File: src/rtl/seq_shift_add_multiplier.sv
// Iterative shift-and-add multiplier: one WIDTH x WIDTH product per transaction over WIDTH cycles,
// using a single WIDTH-bit adder, with signed/unsigned mode and valid/ready handshakes.
module seq_shift_add_multiplier #(
  parameter int WIDTH = 6
) (
  input  logic               clk,
  input  logic               rst_n,
  input  logic               in_valid,
  output logic               in_ready,
  input  logic [WIDTH-1:0]   a,
  input  logic [WIDTH-1:0]   b,
  input  logic               signed_mode,
  output logic               busy,
  output logic               out_valid,
  input  logic               out_ready,
  output logic [2*WIDTH-1:0] p
);

  localparam int CW = $clog2(WIDTH + 1);

  typedef enum logic [1:0] {IDLE, BUSY, DONE} state_t;

  state_t             state_q, state_d;
  logic [WIDTH-1:0]   mcand_q, mcand_d;
  logic [WIDTH-1:0]   mplier_q, mplier_d;
  logic [2*WIDTH-1:0] acc_q, acc_d;
  logic [2*WIDTH-1:0] p_q, p_d;
  logic [CW-1:0]      count_q, count_d;
  logic               neg_q, neg_d;

  logic [WIDTH:0]     sum;
  logic [2*WIDTH-1:0] acc_shifted;

  always_comb begin
    state_d  = state_q;
    mcand_d  = mcand_q;
    mplier_d = mplier_q;
    acc_d    = acc_q;
    p_d      = p_q;
    count_d  = count_q;
    neg_d    = neg_q;

    // Add into the upper half keeping the carry, then shift {carry, acc} right by one.
    sum         = {1'b0, acc_q[2*WIDTH-1:WIDTH]} + (mplier_q[0] ? {1'b0, mcand_q} : '0);
    acc_shifted = {sum, acc_q[WIDTH-1:1]};

    case (state_q)
      IDLE: begin
        if (in_valid) begin
          // Magnitude of the most-negative value still fits in WIDTH unsigned bits.
          mcand_d  = (signed_mode && a[WIDTH-1]) ? -a : a;
          mplier_d = (signed_mode && b[WIDTH-1]) ? -b : b;
          neg_d    = signed_mode & (a[WIDTH-1] ^ b[WIDTH-1]);
          acc_d    = '0;
          count_d  = '0;
          state_d  = BUSY;
        end
      end
      BUSY: begin
        acc_d    = acc_shifted;
        mplier_d = mplier_q >> 1;
        count_d  = count_q + CW'(1);
        if (count_q == CW'(WIDTH - 1)) begin
          p_d     = neg_q ? -acc_shifted : acc_shifted;
          state_d = DONE;
        end
      end
      DONE: begin
        if (out_ready) begin
          state_d = IDLE;
        end
      end
      default: state_d = IDLE;
    endcase
  end

  always_ff @(posedge clk) begin
    if (!rst_n) begin
      state_q  <= IDLE;
      mcand_q  <= '0;
      mplier_q <= '0;
      acc_q    <= '0;
      p_q      <= '0;
      count_q  <= '0;
      neg_q    <= 1'b0;
    end else begin
      state_q  <= state_d;
      mcand_q  <= mcand_d;
      mplier_q <= mplier_d;
      acc_q    <= acc_d;
      p_q      <= p_d;
      count_q  <= count_d;
      neg_q    <= neg_d;
    end
  end

  assign in_ready  = (state_q == IDLE);
  assign busy      = (state_q == BUSY);
  assign out_valid = (state_q == DONE);
  assign p         = p_q;

endmodule

File: config.mk
export PLATFORM = sky130hd
export DESIGN_NAME = seq_shift_add_multiplier
export DESIGN_NICKNAME = d
export VERILOG_FILES = /design/src/rtl/seq_shift_add_multiplier.sv
export SDC_FILE = /design/constraint.sdc
export NUM_CORES = 1
export LEC_CHECK = 0
export BUFFER_PORTS_ARGS = -buffer_cell sky130_fd_sc_hd__clkbuf_2
export CAP_MARGIN = 20
export CORE_MARGIN = 2
export CORE_UTILIZATION = 30
export DETAILED_ROUTE_END_ITERATION = 10
export PLACE_DENSITY_LB_ADDON = 0.15
export SYNTH_ARGS = -nofsm -noshare
export SYNTH_HDL_FRONTEND = slang
export SYNTH_SLANG_ARGS = --single-unit
File: constraint.sdc
create_clock -name clk -period 6.2 [get_ports clk]
set_input_delay 1.24 -clock clk [delete_from_list [all_inputs] [get_ports clk]]
set_output_delay 1.24 -clock clk [all_outputs]
set_load 0.005 [all_outputs]
==> flow_summary.yaml <==
critical_path:
  timing_worst_setup_path_type: "register to output port"
  cp-start-kind: "register"
  cp.required_ns: 4.96
  r2r-start: "mplier_q[0]"
  worst-path-max-fanout: 19
  reg2reg_to: "p[11]"
  worstSetupStartpoint: "state_q[1]"
  rrSetupSlack_ns: 3.53
  worstSetupEndpointType: "output port"
  crit_end: "busy"
  arrival_ns: 1.75
  reg2reg_depth: 9
grt:
  grt_max_degree: 42
  grt_pass1_vias: 1884
  grt_pass1_wl_mm: 8.78
  antenna_found_initial: 0
  grtUsageTotal_pct: 12.8
  gr-total-overflow: 0
die:
  die_x_um: 91.4
  dieArea_sq_um: 8350
  fp.dieH_um: 91.4
  coreArea_sq_um: 7330
  num_io_pins: 32
  start_util_pct: 31.2
  fp-row-count: 31
synth:
  ys_warn_count: 0
  synthesis.area_sq_um: 2290
  async_flop_share_pct: 0
  synth_cell_types: 41
  avgSynthCellArea_sq_um: 8.24
  synth_fp_nets: 307
  ys_seq_area_share_pct: 35.8
  synth_flop_cell: "dfxtp_1"
  synth_edf_count: 0
  ys_seq_elements: 41
  synthCells: 278
sta:
  final.period_utilization_pct: 48.2
  finalMaxSlewViolations: 0
  period_minus_slack_ns: 2.99
  fmax_mhz: 334
  hold_violations: 0
  tightest_slew_ns: 0.829
  setup_ws_ns: 3.21
  skew_ns: 0.00865
  timing.slew.headroom_pct: 44.7
  setup_viol: 0
  rsz0062_at_grt: "no"
  fin_hold_ws_ns: 0.459
  setup_tns_ns: 0
routing:
  vias: 1929
  drt_iter0_drc: 61
  avgViaCountPerCell: 4.81
  routed_wl_mm: 4.96
  route.detailed.drc: 0
  drt-pass1-iter-count: 6
  wire_per_inst_um: 12.4
  antenna_left: 0
status:
  run_status: "completed"
clocking:
  cts_tree: "done"
  insertion_delay_ns: 0.30
  cts.path.max_buffers: 2
  post_cts_resized: 0
  cts_setup_buffers: 0
  htreeDepth: 2
  root_buffer: "clkbuf_8"
  clk_pin_slew_worst_paths_ns: 0.09
  cts_hold_buffers: 0
  clkSinkCount: 41
  cts_buffers: 5
pwr:
  power_mw: 0.559
  leakage_nw: 1.18
  vdd_drop_max_v: 0.0000801
  power_density_nw_per_um2: 212
placement:
  placed_cells: 393
  gp_congestion: 0.730
  dp_slack_ns: 3.45
  place_hpwl_mm: 3.50
  portBuffers: 31
cells_and_area:
  layout-drive-gt1-share_pct: 14.6
  stdcell_count: 401
  nets: 330
  area_growth_pct: 15.0
  diodes: 0
flow_run:
  drv_cap: 0
min_path:
  worst_hold_path_type: "register to register"
-- critical path: stages (launching register included) --
cell	delay (ns)
dfxtp_1	0.36
nand2b_1	0.56
inv_2	0.33
clkbuf_2	0.20
-- report_power, final --
group	total [mW]	internal, mW	switching [mW]
clock	0.229	0.131	0.0977
sequential	0.276	0.270	0.00558
combinational	0.0545	0.0209	0.0337
-- routing by layer --
metal	global-route usage (%)	up-vias	part of all wire, %
li1	-	1019	-
met1	17.9	880	53
met2	19.2	26	44
met3	2.99	4	2.8
met4	4.67	0	0.87
met5	0	-	0
-- cells in the final DEF, fill, tap and decap left out, drive strengths merged, types with 12 or more instances in the layout --
master	instances
clkbuf	37
dfxtp	41
nand2	39
a21boi	15
xor2	12
nor2	17
o21ai	15
o211a	12
nand3	22
-- registers in the layout (all words and copies together), names as in the netlist --
signal    count
neg_q         1
mcand_q       6
p            12
state_q       2
count_q       3
acc_q        11
mplier_q      6
-- logic make-up (layout without fill, tap and decap cells) --
logic type      Yosys count  in the layout  synth area share (%)
xor+xnor                 17             17                  6.50
flops                    41             41                  35.8
compound gates           65             65                  21.0
simple gates            115            115                  24.6
mux                       2              2                 0.874
buf+inv                  26             50                  4.26
fa+ha+maj                12             12                  6.89
-- how the worst min path moves through the flow --
stage,cells after the start,startpoint,to
CTS,1,state_q[1],state_q[0]
floorplan,1,state_q[1],state_q[0]
global route,2,mcand_q[5],mcand_q[5]
detailed placement,1,state_q[1],state_q[0]
finish,1,state_q[1],state_q[0]
global placement,1,state_q[1],state_q[0]
-- area by class of cell --
cell class / instances / area [sq um]
sequential: 41 / 821
clock buffer: 6 / 82.6
tap: 99 / 124
multi-input combinational: 211 / 1370
timing repair buffer: 31 / 155
fill: 765 / 4700
clock inverter: 2 / 37.5
inverter: 11 / 41.3
-- synthesized netlist by cell type, types with 2 or more instances --
library cell,number,area (sq um)
dfxtp_1,41,821
nand2_1,39,146
nand3_1,22,110
nor2_1,17,63.8
a21boi_0,15,113
clkbuf_1,14,52.6
o21ai_0,13,65.1
o211a_1,12,120
xor2_1,12,105
ha_1,11,138
inv_1,10,37.5
nor2b_1,10,62.6
and2_1,9,56.3
a21oi_1,7,35.0
a22oi_1,6,45.0
xnor2_1,5,43.8
nand2b_1,3,18.8
nor3_1,3,15.0
or3_1,3,18.8
mux2i_1,2,20.0
o21a_1,2,15.0
o21ai_1,2,10.0
o31ai_1,2,15.0
-- stage by stage --
step	utilization (%)	instance area (sq um)
6_report	35.9	2630
5_1_grt	35.9	2630
4_1_cts	35.9	2630
3_5_place_dp	34.3	2510
3_3_place_gp	34.3	2510
2_1_floorplan	-	2290
Note: power is estimated with default switching activity, not from simulation.
